`src/rtl/pic_ctrl_sync.sv`:
```
// 8259A-style PIC control: ICW/OCW decode, mask/mode registers, two-pulse INTA
// handshake, vector and cascade drive. Single clock, synchronous active-high reset.
module pic_ctrl_sync #(
    parameter int N_IRQ        = 8,
    parameter int IDX_W        = 3,
    parameter int SPURIOUS_IDX = N_IRQ - 1
) (
    input  logic             clk,
    input  logic             rst,
    input  logic             wr_stb,
    input  logic             a0,
    input  logic [7:0]       data_in,
    input  logic             sp,
    input  logic             inta_n,
    input  logic [IDX_W-1:0] int_idx,
    input  logic             int_valid,
    input  logic [2:0]       cas_in,
    output logic [2:0]       cas_out,
    output logic             cas_oe,
    output logic [N_IRQ-1:0] imr,
    output logic             ltim,
    output logic             aeoi,
    output logic             sfnm,
    output logic [1:0]       read_cmd,
    output logic [7:0]       ocw2_op,
    output logic             ocw2_stb,
    output logic             init_done,
    output logic             ack1,
    output logic             ack2,
    output logic [7:0]       vec_out,
    output logic             vec_valid,
    output logic             eoi_stb,
    output logic [IDX_W-1:0] eoi_idx
);
    typedef enum logic [1:0] {I_IDLE, I_W2, I_W3, I_W4} init_t;
    typedef enum logic [1:0] {A_IDLE, A_ACK1, A_ACK2}   ack_t;

    init_t ist, ist_nx;
    ack_t  ast, ast_nx;

    logic             sngl, ic4, inta_q, casc, slave;
    logic [7:0]       icw2, icw3;
    logic [IDX_W-1:0] idx, idx_new;
    logic             icw1_wr, fall, rise, fin, eoi_nx, enter;

    assign icw1_wr = wr_stb & ~a0 & data_in[4];
    assign fall    = inta_q & ~inta_n;
    assign rise    = ~inta_q & inta_n;
    assign idx_new = int_valid ? int_idx : IDX_W'(SPURIOUS_IDX);
    assign enter   = (ast == A_IDLE) && (ast_nx == A_ACK1);

    // Init sequencer; fin marks the write that completes initialisation.
    always_comb begin
        ist_nx = ist;
        fin    = 1'b0;
        if (icw1_wr) begin
            ist_nx = I_W2;
        end else if (wr_stb && a0) begin
            case (ist)
                I_W2: begin
                    if (!sngl)   ist_nx = I_W3;
                    else if (ic4) ist_nx = I_W4;
                    else begin ist_nx = I_IDLE; fin = 1'b1; end
                end
                I_W3: begin
                    if (ic4) ist_nx = I_W4;
                    else begin ist_nx = I_IDLE; fin = 1'b1; end
                end
                I_W4: begin ist_nx = I_IDLE; fin = 1'b1; end
                default: ;
            endcase
        end
    end

    // Acknowledge sequencer; an ICW1 write overrides any INTA edge.
    always_comb begin
        ast_nx = ast;
        eoi_nx = 1'b0;
        if (icw1_wr) begin
            ast_nx = A_IDLE;
        end else begin
            case (ast)
                A_IDLE: if (fall && init_done) ast_nx = A_ACK1;
                A_ACK1: if (fall) ast_nx = A_ACK2;
                A_ACK2: if (rise) begin ast_nx = A_IDLE; eoi_nx = aeoi; end
                default: ast_nx = A_IDLE;
            endcase
        end
    end

    always_ff @(posedge clk) begin
        if (rst) begin
            ist <= I_IDLE;  ast <= A_IDLE;  inta_q <= 1'b1;
            sngl <= 1'b0;   ic4 <= 1'b0;    icw2 <= '0;  icw3 <= '0;
            idx <= '0;      casc <= 1'b0;   slave <= 1'b0;
            imr <= '0;      ltim <= 1'b0;   aeoi <= 1'b0; sfnm <= 1'b0;
            read_cmd <= '0; ocw2_op <= '0;  ocw2_stb <= 1'b0;
            init_done <= 1'b0; ack1 <= 1'b0; ack2 <= 1'b0;
            eoi_stb <= 1'b0;   eoi_idx <= '0;
        end else begin
            ist      <= ist_nx;
            ast      <= ast_nx;
            inta_q   <= inta_n;
            ack1     <= (ast_nx == A_ACK1);
            ack2     <= (ast_nx == A_ACK2);
            eoi_stb  <= eoi_nx;
            eoi_idx  <= eoi_nx ? idx : '0;
            ocw2_stb <= 1'b0;
            // Cascade/slave path is decided once, at the first pulse.
            if (enter) begin
                idx   <= idx_new;
                casc  <= ~sngl & sp & icw3[idx_new];
                slave <= ~sngl & ~sp;
            end
            if (icw1_wr) begin
                ltim <= data_in[3];  sngl <= data_in[1];  ic4 <= data_in[0];
                imr  <= '0;          aeoi <= 1'b0;        sfnm <= 1'b0;
                init_done <= 1'b0;
            end else if (wr_stb && a0) begin
                case (ist)
                    I_W2: icw2 <= data_in;
                    I_W3: icw3 <= data_in;
                    I_W4: begin aeoi <= data_in[1]; sfnm <= data_in[4]; end
                    default: if (init_done) imr <= data_in[N_IRQ-1:0];
                endcase
            end else if (wr_stb && init_done) begin
                if (data_in[3]) read_cmd <= data_in[1:0];
                else begin ocw2_op <= data_in; ocw2_stb <= 1'b1; end
            end
            if (fin) init_done <= 1'b1;
        end
    end

    assign cas_oe    = casc && (ast != A_IDLE);
    assign cas_out   = cas_oe ? 3'(idx) : 3'd0;
    assign vec_valid = (ast == A_ACK2) && (slave ? (cas_in == icw3[2:0]) : ~casc);
    assign vec_out   = vec_valid ? {icw2[7:IDX_W], idx} : 8'h00;
endmodule

```
`config.mk`:
```
export PLATFORM = sky130hd
export DESIGN_NAME = pic_ctrl_sync
export DESIGN_NICKNAME = d
export VERILOG_FILES = /design/src/rtl/pic_ctrl_sync.sv
export SDC_FILE = /design/constraint.sdc
export NUM_CORES = 1
export LEC_CHECK = 0
export ABC_AREA = 1
export ABC_CLOCK_PERIOD_IN_PS = 1130
export CAP_MARGIN = 15
export CORE_ASPECT_RATIO = 1.4
export CORE_UTILIZATION = 43
export DETAILED_ROUTE_END_ITERATION = 10
export PLACE_DENSITY = 0.85
export SLEW_MARGIN = 20
export SYNTH_ARGS = -nofsm -noshare
export SYNTH_HDL_FRONTEND = slang
export SYNTH_SLANG_ARGS = --single-unit
```
`constraint.sdc`:
```
create_clock -name clk -period 1.13 [get_ports clk]
set_input_delay 0.226 -clock clk [delete_from_list [all_inputs] [get_ports clk]]
set_output_delay 0.226 -clock clk [all_outputs]
set_load 0.005 [all_outputs]
```
==> results <==
-- routing by layer --
metal,GRT usage (%),part of all wire [%],routed length [um],up-vias
met5,0,0,0,-
met1,27.76,36,3452,1330
met4,15.08,5.6,537,0
met2,54.35,52,5005,182
li1,-,-,-,1247
met3,4.427,6.5,626,59
-- final cells by class --
cell class | count | area, sq um
Inverter | 39 | 161.4
Timing Repair Buffer | 123 | 1050
Sequential cell | 53 | 1105
Multi-Input combinational cell | 211 | 1438
Timing Repair inverter | 1 | 6.256
Fill cell | 293 | 1035
Clock buffer | 8 | 80.08
Tap cell | 64 | 80.08
-- synthesized netlist by cell type (2+ instances only) --
library cell  count
ha_1              4
o21ai_0          29
nand2_1          43
nor3_1            5
buf_1             2
nor2_4            2
nand2_2           2
buf_4             2
dfxtp_1          53
nor4_1            2
nor2_2            2
inv_2             3
nand3_1          21
inv_1            35
a21oi_1          28
nor2_1           58
-- cell families after synthesis --
| kind of cell | after synthesis | synth area share (%) |
|---|---|---|
| buffers and inverters | 46 | 8.435 |
| DFF | 53 | 47.06 |
| AOI/OAI and AO/OA | 62 | 14.21 |
| adders and majority gates | 4 | 2.220 |
| other | 1 | 0.1663 |
| and+or+nand+nor | 139 | 27.52 |
| xor gates and xnor gates | 1 | 0.3885 |
-- critical path: cells and delay by family, from the launching register on --
family                    cells  cell delay [ps]
DFF                           1              350
buffers and inverters         3              360
xor gates and xnor gates      1              170
and+or+nand+nor               4              490
-- power breakdown --
group          switching, mW  internal [mW]
sequential            0.0226           1.88
combinational          0.285          0.210
clock                  0.623          0.442
total                  0.931           2.53
-- placed cells by master (no fill, tap or decap), types with 8 or more instances in the layout --
master / synthesis / final
dfxtp_1: 53 / 28
nand2_1: 43 / 32
o21ai_0: 29 / 10
inv_1: 35 / 29
dfxtp_2: 0 / 20
dlygate4sd2_1: 0 / 27
clkdlybuf4s50_1: 0 / 11
a21oi_2: 1 / 9
nor2_4: 2 / 16
buf_2: 1 / 11
o21ai_1: 1 / 8
a21oi_1: 28 / 20
buf_4: 2 / 45
nand3_1: 21 / 19
nand2_2: 2 / 10
o21ai_2: 1 / 12
nor2_1: 58 / 33
nor2_2: 2 / 14
buf_6: 1 / 16
-- worst max-delay path by stage --
stage	endpoint	slack, ps	cells after the start
after global routing	vec_out[6]	-840	9
after global placement	vec_out[6]	-990	8
after floorplan	init_done$_SDFFE_PP0P_	-10	7
after detailed placement	vec_out[0]	-1060	8
final	vec_out[6]	-780	8
after CTS	vec_out[6]	-660	8
-- sequential cells by signal, summed over array words and instances, names as in the netlist, 2 cells and up --
| name | count |
|---|---|
| icw3 | 8 |
| imr | 8 |
| ocw2_op | 7 |
| icw2 | 5 |
| eoi_idx | 3 |
| idx | 3 |
| ast | 2 |
| ist | 2 |
| read_cmd | 2 |
-- what timing repair did --
| item | 4_1_cts | 5_1_grt |
|---|---|---|
| cloned | 5 | 0 |
| endpoints found under the setup margin | 92 | 72 |
| pin swaps | 18 | 33 |
| endpoints found under the hold margin | 0 | 0 |
| resized for setup | 151 | 119 |
| buffers inserted | 9 | 11 |
==> results.md <==
* Critical Path Start: icw3[0]$_SDFFE_PP0P_
* Reg2Reg Launch Point: ast[0]$_SDFF_PP0_
* Fin. max-slew vios at 0
* Fin crit share at 169.1%
* Total CTS buffers at 5
* Initial antenna violation count at 0
* Sequence of cells on the critical path: xnor2_1, nand4_1, nand2_2, nand2_4, buf_6, buf_6, nor2_4, buf_2
* Power, Total at 3.460 mW
* First DRT Iteration DRCs at ~270
* Yosys reg bits at 53
* Number of port buffers at 61
* Largest net degree at the start of global routing at 16
* Via/cell ratio at between 5 and 6
* Fin. Hold Viols at 0
* Reg2reg end: casc$_SDFFE_PP0P_
* Drt wl/cell at 19.28 um
* Die height at 87.68 um
* Max-cap violations at 0
* CP max-delay cell: dfxtp_2
* Clock-pin slew on the worst setup and hold paths at 100 ps
* Root buf cell: clkbuf_8
* Max stage delay on crit path at 350 ps
* Placer congestion estimate at 0.8291
* Mapped cell area at 2255 sq um
* Pwr per Cell Area at between 800 and 900 nW/um^2
* Mean Syn Cell Area at 7.368 sq um
* Die W at 63.20 um
* Worst min path class: input pin to register
* Top_reg_cell synth: dfxtp_1
* Core area at 4955 sq um
* Failing checks: setup timing
* Required time worst endpoint at 900 ps
* Rows at 30
* Most used cell, CP: buf_6
* Post-synth ARST share at 0%
* Hold Crit Start: wr_stb
* Syn Nets at 331
* H-tree Lvls at 2
* Hold path endpoint: read_cmd[1]$_SDFFE_PP0P_
* Mapped Cells at 306
* Vias at 2,818
* R2R Setup Slk at -280 ps
* Final std cells w/o fill at 499
* Crit path DAT at 1690 ps
* Routed Antenna Nets at 0
* Clock Skew at approximately 14 ps
* Yosys cell types at 31
* Initial Util at 45.51%
* Final design utilization at about four fifths
* # DRC at 0
* Number of synthesized flops with an enable pin at 0
* CP Capture Type: primary output
* ANT cells at 0
* CTS hold repair buffers at 0
* First-pass GRT wire length at around 12,000 um
* Sequential share of the synthesized area at between 40% and 50%
* Post-place setup slack at -1056 ps
* Gr ovfl total at 0
* Setup CP Type: register to primary output
* TritonCTS clock tree: done
* Synth top area share at 47.06%
* Final Cell Area at 3920 sq um
* Fmax at 523.2 MHz
* Synth warnings at 0
* WHS Path Cells at 6
* Synth area leaders: dfxtp_1 (47%), nor2_1 (9.7%), nand2_1 (7.2%), o21ai_0 (6.4%), a21oi_1 (6.2%)
* Finish-stage setup viols at 41
* Final TNS setup at -10,900 ps
* Total GRT Usage at ~28%
* Worst hold slack at 419.0 ps
* # placed instances at roughly 470
* Final HPWL DP at between 4000 and 5000 um
* NumNets Final at about 460
* Final setup margin at -781.2 ps
* Status: finished, violations left
* Total wire length at 9622 um
* R2R depth at 9
* Yosys top cell by area: dfxtp_1
* Placed cell area at approximately 3200 sq um
* Startpoint types: register
* Drt pass-1 iters at 6
* Area Overhead vs Synth at 73.86%
* Share of cells above drive strength 1 at a little under half
* Die Area at 5541 sq um
* Clk buf depth at 2
* Worst Path Max Fanout at 2
* Clock Sinks at 53
* Minimum period implied by the final worst setup slack at 1911 ps
* RSZ-0062 raised after global routing: yes
* Number of global-route vias before repair at 2,602
* Io pins at 63
* Worst skew pair latency at 320 ps
* Leakage at 1.726 nW
* Worst VDD drop at 0.0008156 V
No activity file was read; power rests on OpenSTA's default activity.
